[config.mk]
export PLATFORM = sky130hd
export DESIGN_NAME = hazard_ctrl
export DESIGN_NICKNAME = d
export VERILOG_FILES = /design/src/rtl/hazard_ctrl.sv
export SDC_FILE = /design/constraint.sdc
export NUM_CORES = 1
export LEC_CHECK = 0
export CELL_PAD_IN_SITES_DETAIL_PLACEMENT = 0
export CELL_PAD_IN_SITES_GLOBAL_PLACEMENT = 1
export CORE_AREA = 2 2 80 82
export CTS_CLUSTER_DIAMETER = 40
export DETAILED_ROUTE_END_ITERATION = 7
export DIE_AREA = 0 0 82 84
export PLACE_DENSITY_LB_ADDON = 0.1
export SYNTH_ARGS = -nofsm -noshare
export SYNTH_HDL_FRONTEND = slang
export SYNTH_SLANG_ARGS = --single-unit
[constraint.sdc]
create_clock -name clk -period 2.81 [get_ports clk]
set_input_delay 0.7025 -clock clk [delete_from_list [all_inputs] [get_ports clk]]
set_output_delay 0.7025 -clock clk [all_outputs]
set_load 0.02 [all_outputs]
[src/rtl/hazard_ctrl.sv]
// Pipeline sequencer for the 5-stage RV32I core: stall, flush and redirect strobes from stage hazards.
// Latency: Mealy outputs from registered state plus current inputs. Backpressure: memory waits freeze the pipe, and a load-use hazard inserts one bubble.
module hazard_ctrl #(
    parameter int unsigned STARTUP_CYCLES = 4,
    parameter int unsigned MEM_TIMEOUT    = 64,
    parameter int unsigned CNT_W          = 16
) (
    input  logic             clk,
    input  logic             rst,
    input  logic [4:0]       decode_rs1,
    input  logic [4:0]       decode_rs2,
    input  logic             decode_uses_rs1,
    input  logic             decode_uses_rs2,
    input  logic             decode_jump,
    input  logic [4:0]       execute_rd,
    input  logic             execute_is_load,
    input  logic             execute_redirect,
    input  logic             mem_req,
    input  logic             mem_ready,
    output logic             stall_fetch,
    output logic             stall_decode,
    output logic             stall_execute,
    output logic             stall_memory,
    output logic             flush_decode,
    output logic             flush_execute,
    output logic             flush_wb,
    output logic             redirect_en,
    output logic             mem_timeout,
    output logic [CNT_W-1:0] stall_count,
    output logic [1:0]       state
);

    typedef enum logic [1:0] {
        RESET_HOLD = 2'd0,
        RUN        = 2'd1,
        LOAD_STALL = 2'd2,
        MEM_WAIT   = 2'd3
    } state_e;

    localparam logic [7:0]  HOLD_INIT = 8'(STARTUP_CYCLES - 1);
    localparam logic [15:0] WAIT_LAST = 16'(MEM_TIMEOUT - 1);

    state_e           state_q, state_d;
    logic [7:0]       hold_cnt_q, hold_cnt_d;
    logic [15:0]      wait_cnt_q, wait_cnt_d;
    logic             mem_timeout_q, mem_timeout_d;
    logic [CNT_W-1:0] stall_count_q, stall_count_d;

    logic mw, rd, lu, jp;

    always_comb begin
        mw = mem_req & ~mem_ready;
        rd = execute_redirect;
        jp = decode_jump;
        lu = execute_is_load & (execute_rd != 5'd0) &
             ((decode_uses_rs1 & (decode_rs1 == execute_rd)) |
              (decode_uses_rs2 & (decode_rs2 == execute_rd)));
    end

    always_comb begin
        stall_fetch   = 1'b0;
        stall_decode  = 1'b0;
        stall_execute = 1'b0;
        stall_memory  = 1'b0;
        flush_decode  = 1'b0;
        flush_execute = 1'b0;
        flush_wb      = 1'b0;
        redirect_en   = 1'b0;
        state_d       = state_q;
        hold_cnt_d    = hold_cnt_q;
        wait_cnt_d    = wait_cnt_q;
        mem_timeout_d = mem_timeout_q;
        stall_count_d = stall_count_q;

        case (state_q)
            RESET_HOLD: begin
                stall_fetch   = 1'b1;
                flush_decode  = 1'b1;
                flush_execute = 1'b1;
                flush_wb      = 1'b1;
                if (hold_cnt_q == 8'd0) begin
                    state_d = RUN;
                end else begin
                    hold_cnt_d = hold_cnt_q - 8'd1;
                end
            end

            RUN, LOAD_STALL: begin
                state_d = RUN;
                if (mw) begin
                    stall_fetch   = 1'b1;
                    stall_decode  = 1'b1;
                    stall_execute = 1'b1;
                    stall_memory  = 1'b1;
                    flush_wb      = 1'b1;
                    state_d       = MEM_WAIT;
                    wait_cnt_d    = 16'd1;
                end else if (rd) begin
                    // Decode holds a wrong-path instruction, so its load-use or jump is moot.
                    flush_decode  = 1'b1;
                    flush_execute = 1'b1;
                    redirect_en   = 1'b1;
                end else if (lu && (state_q == RUN)) begin
                    stall_fetch   = 1'b1;
                    stall_decode  = 1'b1;
                    flush_execute = 1'b1;
                    state_d       = LOAD_STALL;
                end else if (jp) begin
                    flush_decode = 1'b1;
                    redirect_en  = 1'b1;
                end
            end

            MEM_WAIT: begin
                if (!mem_ready) begin
                    stall_fetch   = 1'b1;
                    stall_decode  = 1'b1;
                    stall_execute = 1'b1;
                    stall_memory  = 1'b1;
                    flush_wb      = 1'b1;
                    if (wait_cnt_q >= WAIT_LAST) begin
                        // The access is abandoned and the pipe is released.
                        mem_timeout_d = 1'b1;
                        wait_cnt_d    = 16'd0;
                        state_d       = RUN;
                    end else begin
                        wait_cnt_d = wait_cnt_q + 16'd1;
                    end
                end else begin
                    wait_cnt_d = 16'd0;
                    state_d    = RUN;
                    if (rd) begin
                        flush_decode  = 1'b1;
                        flush_execute = 1'b1;
                        redirect_en   = 1'b1;
                    end else if (jp) begin
                        flush_decode = 1'b1;
                        redirect_en  = 1'b1;
                    end
                end
            end

            default: state_d = RESET_HOLD;
        endcase

        if (stall_fetch && (state_q != RESET_HOLD) && !(&stall_count_q)) begin
            stall_count_d = stall_count_q + 1'b1;
        end
    end

    always_ff @(posedge clk or negedge rst) begin
        if (!rst) begin
            state_q       <= RESET_HOLD;
            hold_cnt_q    <= HOLD_INIT;
            wait_cnt_q    <= 16'd0;
            mem_timeout_q <= 1'b0;
            stall_count_q <= '0;
        end else begin
            state_q       <= state_d;
            hold_cnt_q    <= hold_cnt_d;
            wait_cnt_q    <= wait_cnt_d;
            mem_timeout_q <= mem_timeout_d;
            stall_count_q <= stall_count_d;
        end
    end

    assign mem_timeout = mem_timeout_q;
    assign stall_count = stall_count_q;
    assign state       = state_q;

endmodule

# == Yosys cells after proc, flatten, opt, wreduce, memory -nomap -nowiden ==
# Cells that the tools add are included.
# word_totals
regBits,43
in_bits,24
out_inout_bits,27
wordCells,73
# classes
add_sub_neg,3
n_lt_le_gt_ge,1
n_eq_ne,8
n_mux,33
n_bitwise,8
reduce_logical,15
# op_table
cell,count
$mux 16,3
$add 16x1->16 const B,2
$pmux 16 s2,1
$ge 16x6->1 const B,1
$reduce_and 16->1,1
$mux 1,15
$mux 2,6
$pmux 1 s3,4
$eq 5x5->1,2
$logic_not 8->1,1
$sub 8x1->8 const B,1
$pmux 1 s2,3
$pmux 2 s3,1
$reduce_and 2->1,3
$and 1x1->1,5
$reduce_bool 5->1,1
$eq 2x2->1 const B,2
$ne 2x2->1 const B,2
$reduce_bool 2->1,2
$logic_and 1x1->1,3
$ne 3x3->1 const B,1
$reduce_and 3->1,1
$eq 2x1->1 const B,1
$logic_not 2->1,1
4 further kinds,5

# == Logic depth before layout (Yosys ltp) ==
# Gate-level depths: netlist of the first run.
# logic_depth
ltp_word,11
ltp_mapped,10
ltp_nobuf,8

# == Worst setup path after synthesis of the first run ==
# OpenSTA, ideal clock, no wires.
# synth_timing
path_kind,input port to output port
startpoint,input execute_rd[0]
endpoint,output redirect_en
t_arrival_ns,2.080
required_ns,2.108
setup_slack_ns,0.027
stages,6
path_buffers,0
path_cell_list,or3_1 > o311a_1 > nand2_1 > a21o_1 > a21oi_1 > nor3_1
# synth_via
elab_chain_cells,9
word_cells_on_any_way,13
cone_classes,2 x eq/ne; 4 x mux; 5 x bitwise; 2 x reduce/logical
# synth_rtl
item,line_no,text
from (decl),15,"input logic [4:0] execute_rd,"
$eq 5x5->1 (on tied branches),"56, 57",
$and 1x1->1 (on tied branches),"56, 57",
$or 1x1->1,56,((decode_uses_rs1 & (decode_rs1 == execute_rd)) |
$and 1x1->1 *,55,lu = execute_is_load & (execute_rd != 5'd0) &
$logic_and 1x1->1 *,103,end else if (lu && (state_q == RUN)) begin
$mux 1 *,103,
$mux 1 *,98,end else if (rd) begin
$mux 1 *,90,if (mw) begin
$pmux 1 s2 *,75,case (state_q)
to (decl),27,"output logic redirect_en,"
# Mark *: on every way between the ends. The rest lies on a longest branch, timed or not.

# == Worst setup path after layout of the first run ==
# layout_timing
startpoint,input execute_rd[1]
endpoint,output flush_execute
# layout_via
elab_chain_cells,9
word_cells_on_any_way,13
cone_classes,2 x eq/ne; 4 x mux; 5 x bitwise; 2 x reduce/logical
# layout_rtl
item,line_no,text
$eq 5x5->1 (on tied branches),"56, 57",
$and 1x1->1 (on tied branches),"56, 57",
$or 1x1->1,56,
$and 1x1->1 *,55,
$logic_and 1x1->1 *,103,
$mux 1 *,103,
$mux 1 *,98,
$mux 1 *,90,
$pmux 1 s3 *,75,
to (decl),25,"output logic flush_execute,"
# Marked as above.

==> results list, run 1 <==
* Outcome: finished, final reports clean
- In the final layout, the share of cells above drive strength 1 is 0.221.
* Fmax: around 360 MHz
- Met1 Resource Use GR: 0.220
- Among cell families on the critical path, the largest total delay comes from compound AO/OA/AOI/OAI gates.
* Worst hold slack: a little under 0.3 ns
- The net count of the finished layout is approximately 320.
- The floorplan step defined a core boundary enclosing approximately 0.0061 sq mm.
* Final slew viol count: 0
* Final critical-path share of the clock period: 0.981
* Remaining DRCs: 0
- Slowest stage cell, crit path: sky130_fd_sc_hd__or3_1
- Synth Cell Area: 0.00230 sq mm
* Actual slew at the worst max-slew pin: approximately 0.44 ns
* Average instance area after synthesis: between 10 and 15 sq um
* Max-Cap Viols: 0
* Post-synth ARST share: 1.00
* Endpoint required time on the critical path: 2.11 ns
- Leakage power figure: 1.43 nW
* Per-cell via count in the routed design: between 4 and 5
- The most used flip-flop cell after synthesis is sky130_fd_sc_hd__dfrtp_1.
* Share of the synthesized area in the top cell type: 0.446
- STA classifies the critical path startpoint as an input pin.
- Design area: approximately 0.0031 sq mm
- The layout has 570 filler cells.
* Vias in the first global route: about 1800
- The Yosys step of the flow raised 0 warnings.
- The number of placed instances, taps included, is 363.
- Setup tns final: 0 ns
* Maximum vdd drop: 0.414 mV
- Detailed router's first-iteration violation count: 54
- Std-Cell Rows: 29
- The largest single stage delay on the critical path is 0.36 ns.
- Synthesized net count: 253
- The synthesized netlist contains 44 unique library cells.
* Portion of the post-synthesis area used by sequential elements: 0.468
* Global Route met2 Usage: 0.245
- Yosys reg bits: 43
- 0 antenna diodes ended up in the layout.
- Remaining antenna violation count: 0
- The synthesized design spends more area on one cell type than any other, namely sky130_fd_sc_hd__dfrtp_1.
- Buffers placed on the I/O ports in this run total 50.
* Post-cts hold buffer count: 0
- Met3 usage: 0.0379
- Buffers inserted during clock tree synthesis total 5.
* Starting density of the core: 0.378
- The floorplan step set the die width to a little over 80 um.
* Fin crit period: ~2.8 ns
- Final Setup Violations: 0
* Gate count after technology mapping: around 220
- Maximum level of the CTS H-tree: 2
- Number of buffers inserted by post-CTS setup repair: 0
- Counting flops with a built-in enable in the synthesized netlist gives 0.
- Number of sinks handled by clock tree synthesis: 43
* Worst path cell trace: buf_6 > or3_1 > o311a_1 > buf_4 > a31oi_1 > o21bai_1 > buf_2
- Along the worst path, the maximum fanout reaches 2.
* Buffer and inverter count on the worst path: 3
* Global-route wire length before repair: around 8600 um
* Clock insertion delay at the later pin of the skew report: 0.30 ns
* Layout Area Growth over Synthesis: 36.8%
* CP arrival: 2.05 ns
- Average wire per cell in the routed design: between 10 and 15 um
* Final core utilization: 0.517
- The tree is rooted in a sky130_fd_sc_hd__clkbuf_8.
- Summing all placed instances gives a cell area of 0.00301 sq mm.
- The layer flagged by global routing as most heavily used is met2.
* Clock tree from TritonCTS: yes
- In the final layout, the multi-input gates occupy 0.00120 sq mm.
- Pin placement for this block handled roughly 50 I/O pins.
* Clock edge transition at the registers on the reported setup and hold paths: 0.09 ns
- Summing all flip-flop and latch instances after layout gives 0.00108 sq mm.
- For the final database, setup skew stands at a little under 0.01 ns.
- Counting along the longest clock path gives a buffer depth of 2.
* Cell Pwr Density: between 500 and 600 mW/mm^2
- Critical path class: input pin to output port
- The die covers 0.00689 sq mm.
- Routed via count: around 1800
- Length of the first detailed-routing pass in iterations: 4
- Summed over all layers, the global routing overflow is 0.
- Max transition margin: 0.708
* Worst setup EP type: output port
- Placer Congestion: 0.761
- The floorplan step set the die height to 84 um.
* All-Layer GR Usage: 0.160
- The count of final hold-check violations was 0.
- After legalization and detailed placement, the total HPWL measured roughly 3800 um.
- Post-Layout Cell Count: around 370
* Synth area leaders: sky130_fd_sc_hd__dfrtp_1 (45%), sky130_fd_sc_hd__xnor2_1 (11%), sky130_fd_sc_hd__nor2_1 (3.6%)
* Initial antenna violation count: 0
- Wires add up to ~5100 um.
- Maximum number of pins on one net before global-route repair: 31
- Hold Path Class: input pin to async pin
## cells in the mapped netlist, types with 6 or more instances
| library cell | count |
|---|---|
| sky130_fd_sc_hd__dfrtp_1 | 41 |
| sky130_fd_sc_hd__xnor2_1 | 28 |
| sky130_fd_sc_hd__nor2_1 | 22 |
| sky130_fd_sc_hd__nand2_1 | 12 |
| sky130_fd_sc_hd__a21oi_1 | 8 |
| sky130_fd_sc_hd__nand3_1 | 8 |
| sky130_fd_sc_hd__nand4_1 | 8 |
| sky130_fd_sc_hd__inv_1 | 7 |
| sky130_fd_sc_hd__nand3_2 | 7 |
| sky130_fd_sc_hd__and3_1 | 6 |
| sky130_fd_sc_hd__ha_1 | 6 |
| sky130_fd_sc_hd__nor3_1 | 6 |
| sky130_fd_sc_hd__o21ai_1 | 6 |
| sky130_fd_sc_hd__xor2_1 | 6 |
## routing by layer
layer / up-vias / routed length, um
li1: 917 / -
met1: 886 / 2460
met2: 36 / 2340
met3: 8 / 202
met4: 0 / 87
met5: - / 0
## worst paths after layout
check / slack [ns] / startpoint / depth (start not counted) / end
min in group clk: 0.48 / hold_cnt_q[1] / 2 / hold_cnt_q[1]
hold / removal: 0.29 / rst / 1 / stall_count[1]
hold reg to reg: 0.48 / hold_cnt_q[1] / 2 / hold_cnt_q[1]
setup reg to reg: 0.74 / state[1] / 9 / stall_count[1]
setup / recovery: 0.05 / execute_rd[1] / 7 / flush_execute
max in group asynchronous: 1.78 / rst / 2 / hold_cnt_q[0]
## stage by stage
step | total power, mW | worst slack (ns)
3_3_place_gp | 1.22 | -0.701
3_5_place_dp | 1.23 | -0.747
5_1_grt | 1.81 | -0.00116
2_1_floorplan | 0.986 | 0.0270
6_report | 1.72 | 0.0534
4_1_cts | 1.73 | -0.0178
## placed cells by master, fill, tap and decap left out, drive strengths merged, types with 2 or more instances in the layout
cell type / instances
nand2b: 3
nor3: 7
nor2b: 2
xor2: 6
and3: 7
nand4: 8
nor2: 22
a41oi: 3
a31oi: 5
dfrtp: 41
and2: 4
mux2: 2
ha: 6
buf: 27
or3: 2
a21oi: 8
inv: 8
o31ai: 2
xnor2: 28
nand2: 14
o21bai: 3
o21ai: 7
nand3: 15
dlygate4sd2: 7
clkdlybuf4s15: 6
a21o: 3
or4: 2
clkbuf: 9
dfstp: 2
clkdlybuf4s50: 25
nor4: 2
## report_power, final
group	switching (mW)	leakage (nW)	total, mW	internal [mW]
logic	0.256	0.792	0.485	0.229
registers	0.0558	0.574	0.719	0.663
clock network	0.221	0.0618	0.514	0.292
total	0.533	1.43	1.72	1.18
## cell type report
cell class                      instances  share of cell area
Multi-Input combinational cell        167               0.382
Sequential cell                        43               0.342
Timing Repair Buffer                   69               0.198
Tap cell                               77              0.0306
Clock buffer                            6              0.0262
Clock inverter                          2              0.0123
Inverter                                7             0.00834
## kinds of logic (layout without fill, tap and decap cells)
kind of cell / after synthesis / count (layout) / share of synthesized area
adder cells (fa/ha/maj): 6 / 6 / 0.0326
AO/OA/AOI/OAI: 34 / 34 / 0.107
buffers and inverters: 13 / 84 / 0.0277
AND/OR/NAND/NOR: 90 / 90 / 0.221
flip-flops: 43 / 43 / 0.468
XOR/XNOR: 34 / 34 / 0.129
multiplexers: 3 / 3 / 0.0141
## flip-flops by register name, indices dropped and copies added, names as in the netlist
register     flops
wait_cnt_q      16
state            2
hold_cnt_q       8
mem_timeout      1
stall_count     16
## repair_timing
action,in CTS,in global routing
resized for setup,50,23
setup endpoints to repair,8,3
hold endpoints to repair,0,0
pin swaps,17,15
(Power assumes the default switching activity.)
==> run 2, diff against run 1 <==
- CORE_AREA: 2 2 80 82 -> 2 2 79 81
- CTS_BUF_LIST: not set -> sky130_fd_sc_hd__clkbuf_8
- DIE_AREA: 0 0 82 84 -> 0 0 81 83
==> run 2 against run 1 <==
Compared with the run above: clock skew down 0.00079 ns; global-route usage increased by 0.32 points; sequential cell count did not move; sequential share of layout area decreased by 0.11 points; maximum frequency decreased by 1.3%; sequential power hardly changed; final area is 0.32% higher; worst setup slack worse by 0.035 ns; via count increased by 0.49%; final cell count rose by 0.27%; power shrank 1.7%; critical path type unchanged; routed wire length barely moved.
==> results list, run 2 (same netlist as run 1, synthesis figures left out) <==
* Outcome: finished, final reports clean
* # diodes: 0 (unchanged)
- The routability congestion estimate from global placement came to 0.781 (+2.7%).
- The detailed route wirelength on metal3 is 214 um (+5.9%).
* CP arrival: 2.09 ns (+0.04 ns)
- Routed length on met2: 2390 um (+2.0%)
* Per-cell via count in the routed design: 4.99 (+0.22%)
* Placeable core region: 0.00582 sq mm (-4.6%)
* Chip width: 81 um (-1.2%)
* Hold Path Class: input pin to async pin
* Die height: 83 um (-1.2%)
* Aggregate global routing overflow: 0 (unchanged)
* Global-route wire length before repair: 8810 um (+3.0%)
* Final critical-path share of the clock period: 0.994 (+0.0126)
- Endpoint required time on the critical path: 2.11 ns (about the same)
- Vias in the first global route: 1827 (+2.9%)
* Unrepaired setup endpoints after global routing: yes
- Cell Pwr Density: 534 mW/mm^2 (-2.0%)
- Max transition margin: 0.719 (+0.0106)
- Max-Cap Viols: 0 (unchanged)
* Worst reg2reg path startpoint: stall_count[3]
- Worst setup timing slack at the placement stage: -0.750 ns (-0.00281 ns)
- Fmax: 358 MHz (-1.3%)
- Buffers added on ports: 50 (unchanged)
* Root Buffer: sky130_fd_sc_hd__clkbuf_8
- The portion of total power attributed to sequential cells is 0.424 (+0.005).
- Fin crit period: 2.79 ns (+0.0353 ns)
- Number of sinks handled by clock tree synthesis: 43 (unchanged)
- Setup crit start kind: input pin
- The wire length on met1 is 2440 um (-0.90%).
- The number of antenna violations at the first check in global routing is 0 (unchanged).
* Post-layout worst setup margin: 0.0181 ns (-0.0353 ns)
- Maximum level of the CTS H-tree: 2 (unchanged)
* Post-cts hold buffer count: 0 (unchanged)
* Maximum number of pins on one net before global-route repair: 20 (-35%)
- The aggregate negative setup slack is 0 ns (unchanged).
- Starting density of the core: 0.396 (+0.0182)
- Most frequent cells in the layout: sky130_fd_sc_hd__dfrtp_1 (41), sky130_fd_sc_hd__xnor2_1 (25), sky130_fd_sc_hd__clkdlybuf4s50_1 (25)
- The number of placement rows came to 28 (-3.4%).
- The clock insertion delay at the later pin of the skew report came to 0.29 ns (about the same).
* Critical path class: input pin to output port
- Remaining antenna violation count: 0 (unchanged)
- Maximum vdd drop: 0.456 mV (+10%)
- Clock tree from TritonCTS: yes
- Remaining DRCs: 0 (unchanged)
- The worst setup path is captured at an output port.
- The total number of vias came to 1856 (+0.49%).
- Depth of the worst register-to-register path: 7 (-2)
- HPWL after detailed placement: 3790 um (+0.30%)
* Reported net switching power: 0.510 mW (-4.3%)
- The number of setup violations in the final report is 0 (unchanged).
- Number of hold violations in the final report: 0 (unchanged)
- Layout Skew: 0.00903 ns (-0.000788 ns)
- The logic gate share of total power is 0.286 (+0.004).
- Internal Pwr Total: 1.18 mW (-0.59%)
- The number of slew-limit violations in the final report was 0 (unchanged).
- The average wire length per cell after detail routing is 13.7 um (-0.37%).
- The proportion of layout cells with a drive suffix above 1 came to 0.229 (+0.00787).
- Clock edge transition at the registers on the reported setup and hold paths: 0.08 ns (about the same)
- All-Layer GR Usage: 0.163 (+0.00322)
- The die footprint was 0.00672 sq mm (-2.4%).
- Count of placed standard cells including taps: 362 (-0.28%)
- The tightest hold margin came to 0.304 ns (+0.0158 ns).
* Switch share: 0.302 (-0.00802)
- The final cell count without fillers was 372 (+0.27%).
- The count of TritonRoute iterations in the first routing pass is 4 (unchanged).
- The transition time at the pin with the least slew margin is 0.422 ns (-0.0160 ns).
- From synthesis to final layout, the design area changed by 37.2%.
- The count of boundary I/O pins was 51 (unchanged).
* Commonest non-fill, non-tap cell in the layout: sky130_fd_sc_hd__dfrtp_1
- The top fanout value on the critical path is 3 (+1).
* Detailed router's first-iteration violation count: 58 (+7.4%)
* Clk network pwr share: 0.290 (-0.009)
* Final net count: 326 (+0.93%)
- Reg-to-Reg End: stall_count[1]
* Highest metal layer used by the detailed router: met4
* Worst reg2reg setup slack: 0.77 ns (+0.03 ns)
- The maximum count of clock buffers along a single path came to 2 (unchanged).
- The leakage power summed over all cells came to 1.44 nW (+0.87%).
- The number of buffers inserted during clock tree synthesis is 5 (unchanged).
* Total routed wirelength: 5080 um (about the same)
## run 2: cell count changes in the layout (fill, tap and decap cells not counted), sizes merged
cell,previous run,this run
clkinv,0,1
clkdlybuf4s15,6,3
buf,27,31
dlygate4sd2,7,9
inv,8,7
## run 2: through the flow
step | cell area [sq um] | power [mW] | utilization
2_1_floorplan | 2300 | 0.986 | -
3_3_place_gp | 3020 | 1.22 | 0.519
4_1_cts | 3110 | 1.70 | 0.534
3_5_place_dp | 3020 | 1.22 | 0.519
5_1_grt | 3160 | 1.79 | 0.543
6_report | 3160 | 1.69 | 0.543
## run 2: layer usage
layer,global-route usage,vias to the layer above
met2,0.252,28
met1,0.231,891
met5,0,-
met3,0.0413,4
li1,-,933
met4,0.0324,0
## run 2: critical path, cell delays in order
cell	delay, ns
sky130_fd_sc_hd__buf_8	0.10
sky130_fd_sc_hd__or3_4	0.38
sky130_fd_sc_hd__o311a_1	0.33
sky130_fd_sc_hd__nand2_2	0.09
sky130_fd_sc_hd__a21o_1	0.10
sky130_fd_sc_hd__a21oi_2	0.06
sky130_fd_sc_hd__nor3_1	0.13
sky130_fd_sc_hd__buf_2	0.19
## run 2: what timing repair did
item | CTS | global route
pin swaps | 21 | 17
gates resized for setup | 55 | 20
buffers inserted | 1 | 1
endpoints found under the setup margin | 8 | 4
## run 2: worst max path at each step
stage | cells after the start | start | slack [ns] | endpoint
3_5_place_dp | 8 | execute_rd[1] | -0.75 | redirect_en
3_3_place_gp | 8 | execute_rd[1] | -0.72 | redirect_en
2_1_floorplan | 6 | execute_rd[0] | 0.03 | redirect_en
5_1_grt | 8 | execute_rd[1] | -0.04 | redirect_en
6_report | 8 | execute_rd[1] | 0.02 | redirect_en
4_1_cts | 8 | execute_rd[2] | -0.01 | redirect_en
## run 2: layout make-up
class	instances	area [sq um]
inverters	7	26.3
well taps	75	93.8
fillers	550	2660
flip-flops and latches	43	1080
clock buffers	6	82.6
repair buffers	72	644
multi-input cells	167	1200
clock inverters	2	35.0
## run 2: power by group through the flow
stage,Combinational [mW],Sequential [mW],Clock (mW)
final,0.482,0.716,0.489
after global routing,0.528,0.726,0.532
after CTS,0.480,0.717,0.505
after detailed placement,0.497,0.728,0
after global placement,0.493,0.729,0
after floorplan,0.216,0.770,0
